`config.mk`:
```
export PLATFORM = sky130hd
export DESIGN_NAME = sigalign
export DESIGN_NICKNAME = d
export VERILOG_FILES = /design/src/rtl/sigalign.sv
export SDC_FILE = /design/constraint.sdc
export NUM_CORES = 1
export LEC_CHECK = 0
export BUFFER_PORTS_ARGS = -buffer_cell sky130_fd_sc_hd__buf_4
export CORE_MARGIN = 4
export CORE_UTILIZATION = 55
export CTS_CLUSTER_SIZE = 8
export DETAILED_ROUTE_END_ITERATION = 10
export PLACE_DENSITY_LB_ADDON = 0.1
export SETUP_SLACK_MARGIN = 0.2
export SLEW_MARGIN = 25
export SYNTH_ARGS = -nofsm -noshare
export SYNTH_HDL_FRONTEND = slang
export SYNTH_SLANG_ARGS = --single-unit
```
`constraint.sdc`:
```
create_clock -name clk -period 5.1 [get_ports clk]
set_input_delay 0.255 -clock clk [delete_from_list [all_inputs] [get_ports clk]]
set_output_delay 0.255 -clock clk [all_outputs]
set_load 0.05 [all_outputs]
```
`src/rtl/sigalign.sv`:
```
// sigalign: floating-point adder alignment stage (double precision).
// Picks the larger-exponent operand and right-shifts the other significand by
// the exponent difference, folding shifted-out bits into a sticky bit.
// Latency 2 cycles accept-to-out_valid; 1 op/cycle with out_ready high;
// two-slot valid/ready pipeline, in_ready combinational from out_ready.
//
// Ports:
//   clk, rst_n          clock, async active-low reset
//   in_valid/in_ready   input handshake
//   ea, eb, fa, fb      exponents (11b) and 1.52 significands (53b) of A, B
//   sa, sb, sub         operand signs and subtract opcode
//   out_valid/out_ready output handshake
//   es, fa2             result exponent and larger-exponent significand
//   fb3                 aligned other significand {0, [54:2] aligned, guard, sticky}
//   sa2, sb2, sx        larger sign, effective other sign, effective subtraction
module sigalign (
  input  logic        clk,
  input  logic        rst_n,
  input  logic        in_valid,
  output logic        in_ready,
  input  logic [10:0] ea,
  input  logic [10:0] eb,
  input  logic [52:0] fa,
  input  logic [52:0] fb,
  input  logic        sa,
  input  logic        sb,
  input  logic        sub,
  output logic        out_valid,
  input  logic        out_ready,
  output logic [10:0] es,
  output logic [52:0] fa2,
  output logic [55:0] fb3,
  output logic        sa2,
  output logic        sb2,
  output logic        sx
);

  // S1 registers
  logic        r_v1;
  logic [10:0] r_el1;
  logic [10:0] r_d1;
  logic [52:0] r_fl1;
  logic [52:0] r_fs1;
  logic        r_sl1;
  logic        r_ss1;
  logic        r_sx1;

  // S2 registers (drive the outputs directly)
  logic        r_v2;
  logic [10:0] r_es;
  logic [52:0] r_fa2;
  logic [55:0] r_fb3;
  logic        r_sa2;
  logic        r_sb2;
  logic        r_sx2;

  logic        w_s1_load;
  logic        w_s2_load;
  logic        w_swap;
  logic        w_sbe;
  logic [10:0] w_el;
  logic [10:0] w_esm;
  logic [53:0] w_t;
  logic [53:0] w_mask;
  logic [55:0] w_fb3;

  // S2 may take a new op whenever it is empty or its current op leaves this cycle.
  assign w_s2_load = r_v1 & (~r_v2 | out_ready);
  assign w_s1_load = in_valid & (~r_v1 | w_s2_load);
  assign in_ready  = ~r_v1 | ~r_v2 | out_ready;

  assign w_sbe  = sb ^ sub;
  assign w_swap = (eb > ea);
  assign w_el   = w_swap ? eb : ea;
  assign w_esm  = w_swap ? ea : eb;

  // Alignment shifter with sticky collection. Shifts of 54 or more push every
  // significand bit (plus the guard slot) below the sticky position.
  always_comb begin
    w_t    = {r_fs1, 1'b0};
    w_mask = '0;
    w_fb3  = {55'd0, |r_fs1};
    if (r_d1 < 11'd54) begin
      w_mask = (54'd1 << r_d1) - 54'd1;
      w_fb3  = {1'b0, w_t >> r_d1, |(w_t & w_mask)};
    end
  end

  always_ff @(posedge clk or negedge rst_n) begin
    if (!rst_n) begin
      r_v1  <= 1'b0;
      r_el1 <= '0;
      r_d1  <= '0;
      r_fl1 <= '0;
      r_fs1 <= '0;
      r_sl1 <= 1'b0;
      r_ss1 <= 1'b0;
      r_sx1 <= 1'b0;
    end else begin
      if (w_s1_load) begin
        r_v1 <= 1'b1;
      end else if (w_s2_load) begin
        r_v1 <= 1'b0;
      end
      // Data only changes on load; a drain leaves the registers untouched.
      if (w_s1_load) begin
        r_el1 <= w_el;
        r_d1  <= w_el - w_esm;
        r_fl1 <= w_swap ? fb : fa;
        r_fs1 <= w_swap ? fa : fb;
        r_sl1 <= w_swap ? w_sbe : sa;
        r_ss1 <= w_swap ? sa : w_sbe;
        r_sx1 <= sa ^ w_sbe;
      end
    end
  end

  always_ff @(posedge clk or negedge rst_n) begin
    if (!rst_n) begin
      r_v2  <= 1'b0;
      r_es  <= '0;
      r_fa2 <= '0;
      r_fb3 <= '0;
      r_sa2 <= 1'b0;
      r_sb2 <= 1'b0;
      r_sx2 <= 1'b0;
    end else begin
      if (w_s2_load) begin
        r_v2 <= 1'b1;
      end else if (out_ready) begin
        r_v2 <= 1'b0;
      end
      if (w_s2_load) begin
        r_es  <= r_el1;
        r_fa2 <= r_fl1;
        r_fb3 <= w_fb3;
        r_sa2 <= r_sl1;
        r_sb2 <= r_ss1;
        r_sx2 <= r_sx1;
      end
    end
  end

  assign out_valid = r_v2;
  assign es        = r_es;
  assign fa2       = r_fa2;
  assign fb3       = r_fb3;
  assign sa2       = r_sa2;
  assign sb2       = r_sb2;
  assign sx        = r_sx2;

endmodule

```
==> out/qor.yml <==
yosysUniqueCellTypes: 79
fin_crit_ps: 3840
grt_pass1_vias: 14466
synth_top_family_by_area: "simple AND/OR/NAND/NOR gates"
synth_compound_area_share_pct: 17.4
fillers: 2436
diodes: 0
ys_seq_area_share_pct: 40.0
drive_gt1_share_pct: 20.0
setup_ws_ps: 1260
worstMarginPinSlew_ps: 976
core-area_mm2: 0.0287
rr_startpoint: "r_d1[8]"
clk_latency_ps: 530
start_util_pct: 55.6
dpl_cell_area_mm2: 0.0181
tritoncts: "yes"
worstHoldStart: "fb[15]"
route.detailed.drc: 0
cp_data_arrival_time_ps: 4220
die_h_um: 178
syn_inst: 1854
synthXorXnorAreaFrac_pct: 0.933
end_kind: "flop"
min_path_cells: 3
grt_use_total_pct: 31.2
fin_hold_ws_ps: 40.1
muxShareOfSynthArea_pct: 16.5
cts_made_buffers: 38
finalHoldViolations: 0
r2r_cells: 12
r2r-end: "fb3[0]"
wl_mm: 50.4
synth_fa_ha_area_share_pct: 1.02
min_path_type: "input port to flop"
hold_end: "r_fl1[15]"
slew_violations: 0
die_w_um: 178
vias_per_cell: 6.13
final_cell_area_mm2: 0.0191
powerDensity_mw_per_mm2: 411
drv_cap: 0
vias: 14861
rows: 62
cts_setup_buffers: 0
final_antenna_net_count: 0
fmax_ghz: 0.260
status: "finished clean"
synth_nets: 2002
synth.area.top_cells: "dfrtp_1 (40%), nand2_1 (10%), mux2i_1 (10%)"
io_buffers: 258
seqCellArea_mm2: 0.00639
clock_sinks: 255
finish.net_count: 2183
synth_edf_count: 0
fin_skew_ps: 22.2
final_util_pct: 66.6
routedWlPerCell_um: 20.8
ys_warn_count: 0
dpl.hpwl_mm: 35.8
gp_congestion: 1.00
synth-simple-area-share_pct: 19.7
multi_input_area_mm2: 0.00892
total_leakage_power_nw: 8.87
netlist_area_mm2: 0.0160
grt_max_degree: 140
setup_violations: 0
grt_pass1_wl_mm: 79.0
critical_path.max_fanout: 28
die_area_mm2: 0.0318
htreeDepth: 2
synth-main-ff-cell: "dfrtp_1"
critical_path_class: "flop to flop"
fin_crit_sh_pct: 75.3
area_delta_synth_final_pct: 19.7
syn_area_per_cell_um2: 8.61
slew_headroom_pct: 34.9
drt_first_iter_violations: 1220
start_kind: "flop"
root_buffer: "clkbuf_16"
rrSetupSlack_ps: 1260
grt-ovfl-total: 0
rsz0062_at_grt: "no"
clk_pin_slew_worst_paths_ps: 50
peakVddDrop_v: 0.000340
yosysTopAreaCellShare_pct: 40.0
drt_first_pass_iters: 5
worstPathRequired_ps: 5480
finalSetupTns_ps: 0
pin_count: 260
antenna_found_initial: 0
ys_async_sr_fraction_pct: 100
ys_ff_latch: 255
synth_top_area_cell: "dfrtp_1"
crit_start: "r_d1[8]"
cts_buffer_depth: 3
dp_slack_ps: 1260
stage by stage:
| stage | total power, mW | instances |
|---|---|---|
| 6_report | 7.86 | 2425 |
| 5_1_grt | 8.25 | 2425 |
| 4_1_cts | 7.87 | 2425 |
| 3_5_place_dp | 5.64 | 2377 |
| 3_3_place_gp | 5.61 | 2377 |
| 2_1_floorplan | 4.67 | 1854 |
metal layers:
metal / up-vias / GRT usage (%) / routed length, µm / part of all wire, %
li1: 6952 / - / - / -
met1: 7123 / 41.3 / 20300 / 40
met2: 647 / 49.6 / 24000 / 48
met3: 139 / 6.53 / 4030 / 8.0
met4: 0 / 13.8 / 2100 / 4.2
met5: - / 0 / 0 / 0
worst max-delay path, cell delays in order, from the launching register on:
cell and delay [ps]:
dfrtp_1 390, or4_1 520, buf_4 260, nor3_4 390
nand2_1 110, ha_1 460, o21ai_0 270, xor2_1 120
a222oi_1 390, nand4_1 130, a221o_1 320, nor4b_2 240
a31oi_1 120
flip-flops by register name (all words and copies together), names as in the netlist, 11 cells and up:
| signal | cells |
|---|---|
| r_d1 | 11 |
| fb3 | 55 |
| fa2 | 53 |
| r_fl1 | 53 |
| r_fs1 | 53 |
| es | 11 |
| r_el1 | 11 |
what timing repair did:
item | 4_1_cts | 5_1_grt
endpoints found under the hold margin | 71 | 0
resized for setup | 0 | 0
endpoints found under the setup margin | 0 | 0
hold buffers | 2 | 0
synthesized netlist by cell type (6+ instances only):
cell / n
a22o_1: 28
nor2b_1: 7
a221o_1: 6
nand2_1: 445
mux2i_1: 159
buf_1: 19
o21a_1: 6
xnor2_1: 11
and2_1: 9
nand4_1: 14
or3_1: 6
a21o_1: 8
nor2_1: 108
xor2_1: 6
ha_1: 13
inv_1: 27
a22oi_1: 6
nor4_1: 18
nand2b_1: 10
mux2_2: 14
nand3_1: 63
o22ai_1: 8
a31oi_1: 12
a21oi_1: 62
mux4_2: 38
a211oi_1: 15
a311oi_1: 6
o211ai_1: 10
clkbuf_1: 95
dfrtp_1: 255
buf_2: 28
o21ai_0: 225
nor3_1: 25
cell families after synthesis:
logic type / after synthesis
adder cells (fa/ha/maj): 13
flip-flops: 255
buffers and inverters: 175
XOR/XNOR: 17
AO/OA/AOI/OAI: 448
AND/OR/NAND/NOR: 733
other: 1
multiplexers: 212
cell type report:
cell class                 instances  share of cell area (%)
multi-input combinational       1424                    46.7
sequential                       255                    33.4
timing repair buffer             287                    11.5
clock buffer                      42                    5.11
tap                              384                    2.51
inverter                          29                   0.570
clock inverter                     4                   0.216
report_power, final:
part	switching (mW)	internal (mW)	total, mW
sequential	0.345	2.35	2.70
clock	0.852	1.34	2.19
combinational	1.96	1.01	2.97
how the worst max path moves through the flow:
| stage | slack, ps | end |
|---|---|---|
| floorplan | 1430 | r_d1[10] |
| global placement | 1270 | fb3[0] |
| detailed placement | 1260 | fb3[0] |
| CTS | 1260 | fb3[0] |
| global route | 980 | fb3[0] |
| finish | 1260 | fb3[0] |
cells in the final DEF, fill, tap and decap left out, drive strengths merged, types with 28 or more instances in the layout:
cell | Yosys | layout
dfrtp | 255 | 255
o21ai | 230 | 230
nand2 | 446 | 446
mux4 | 38 | 38
inv | 28 | 30
nand3 | 63 | 63
buf | 51 | 285
clkbuf | 95 | 42
a22o | 28 | 28
nor2 | 108 | 108
a21oi | 64 | 64
mux2i | 160 | 160
Power figures use the tool's default switching activity.
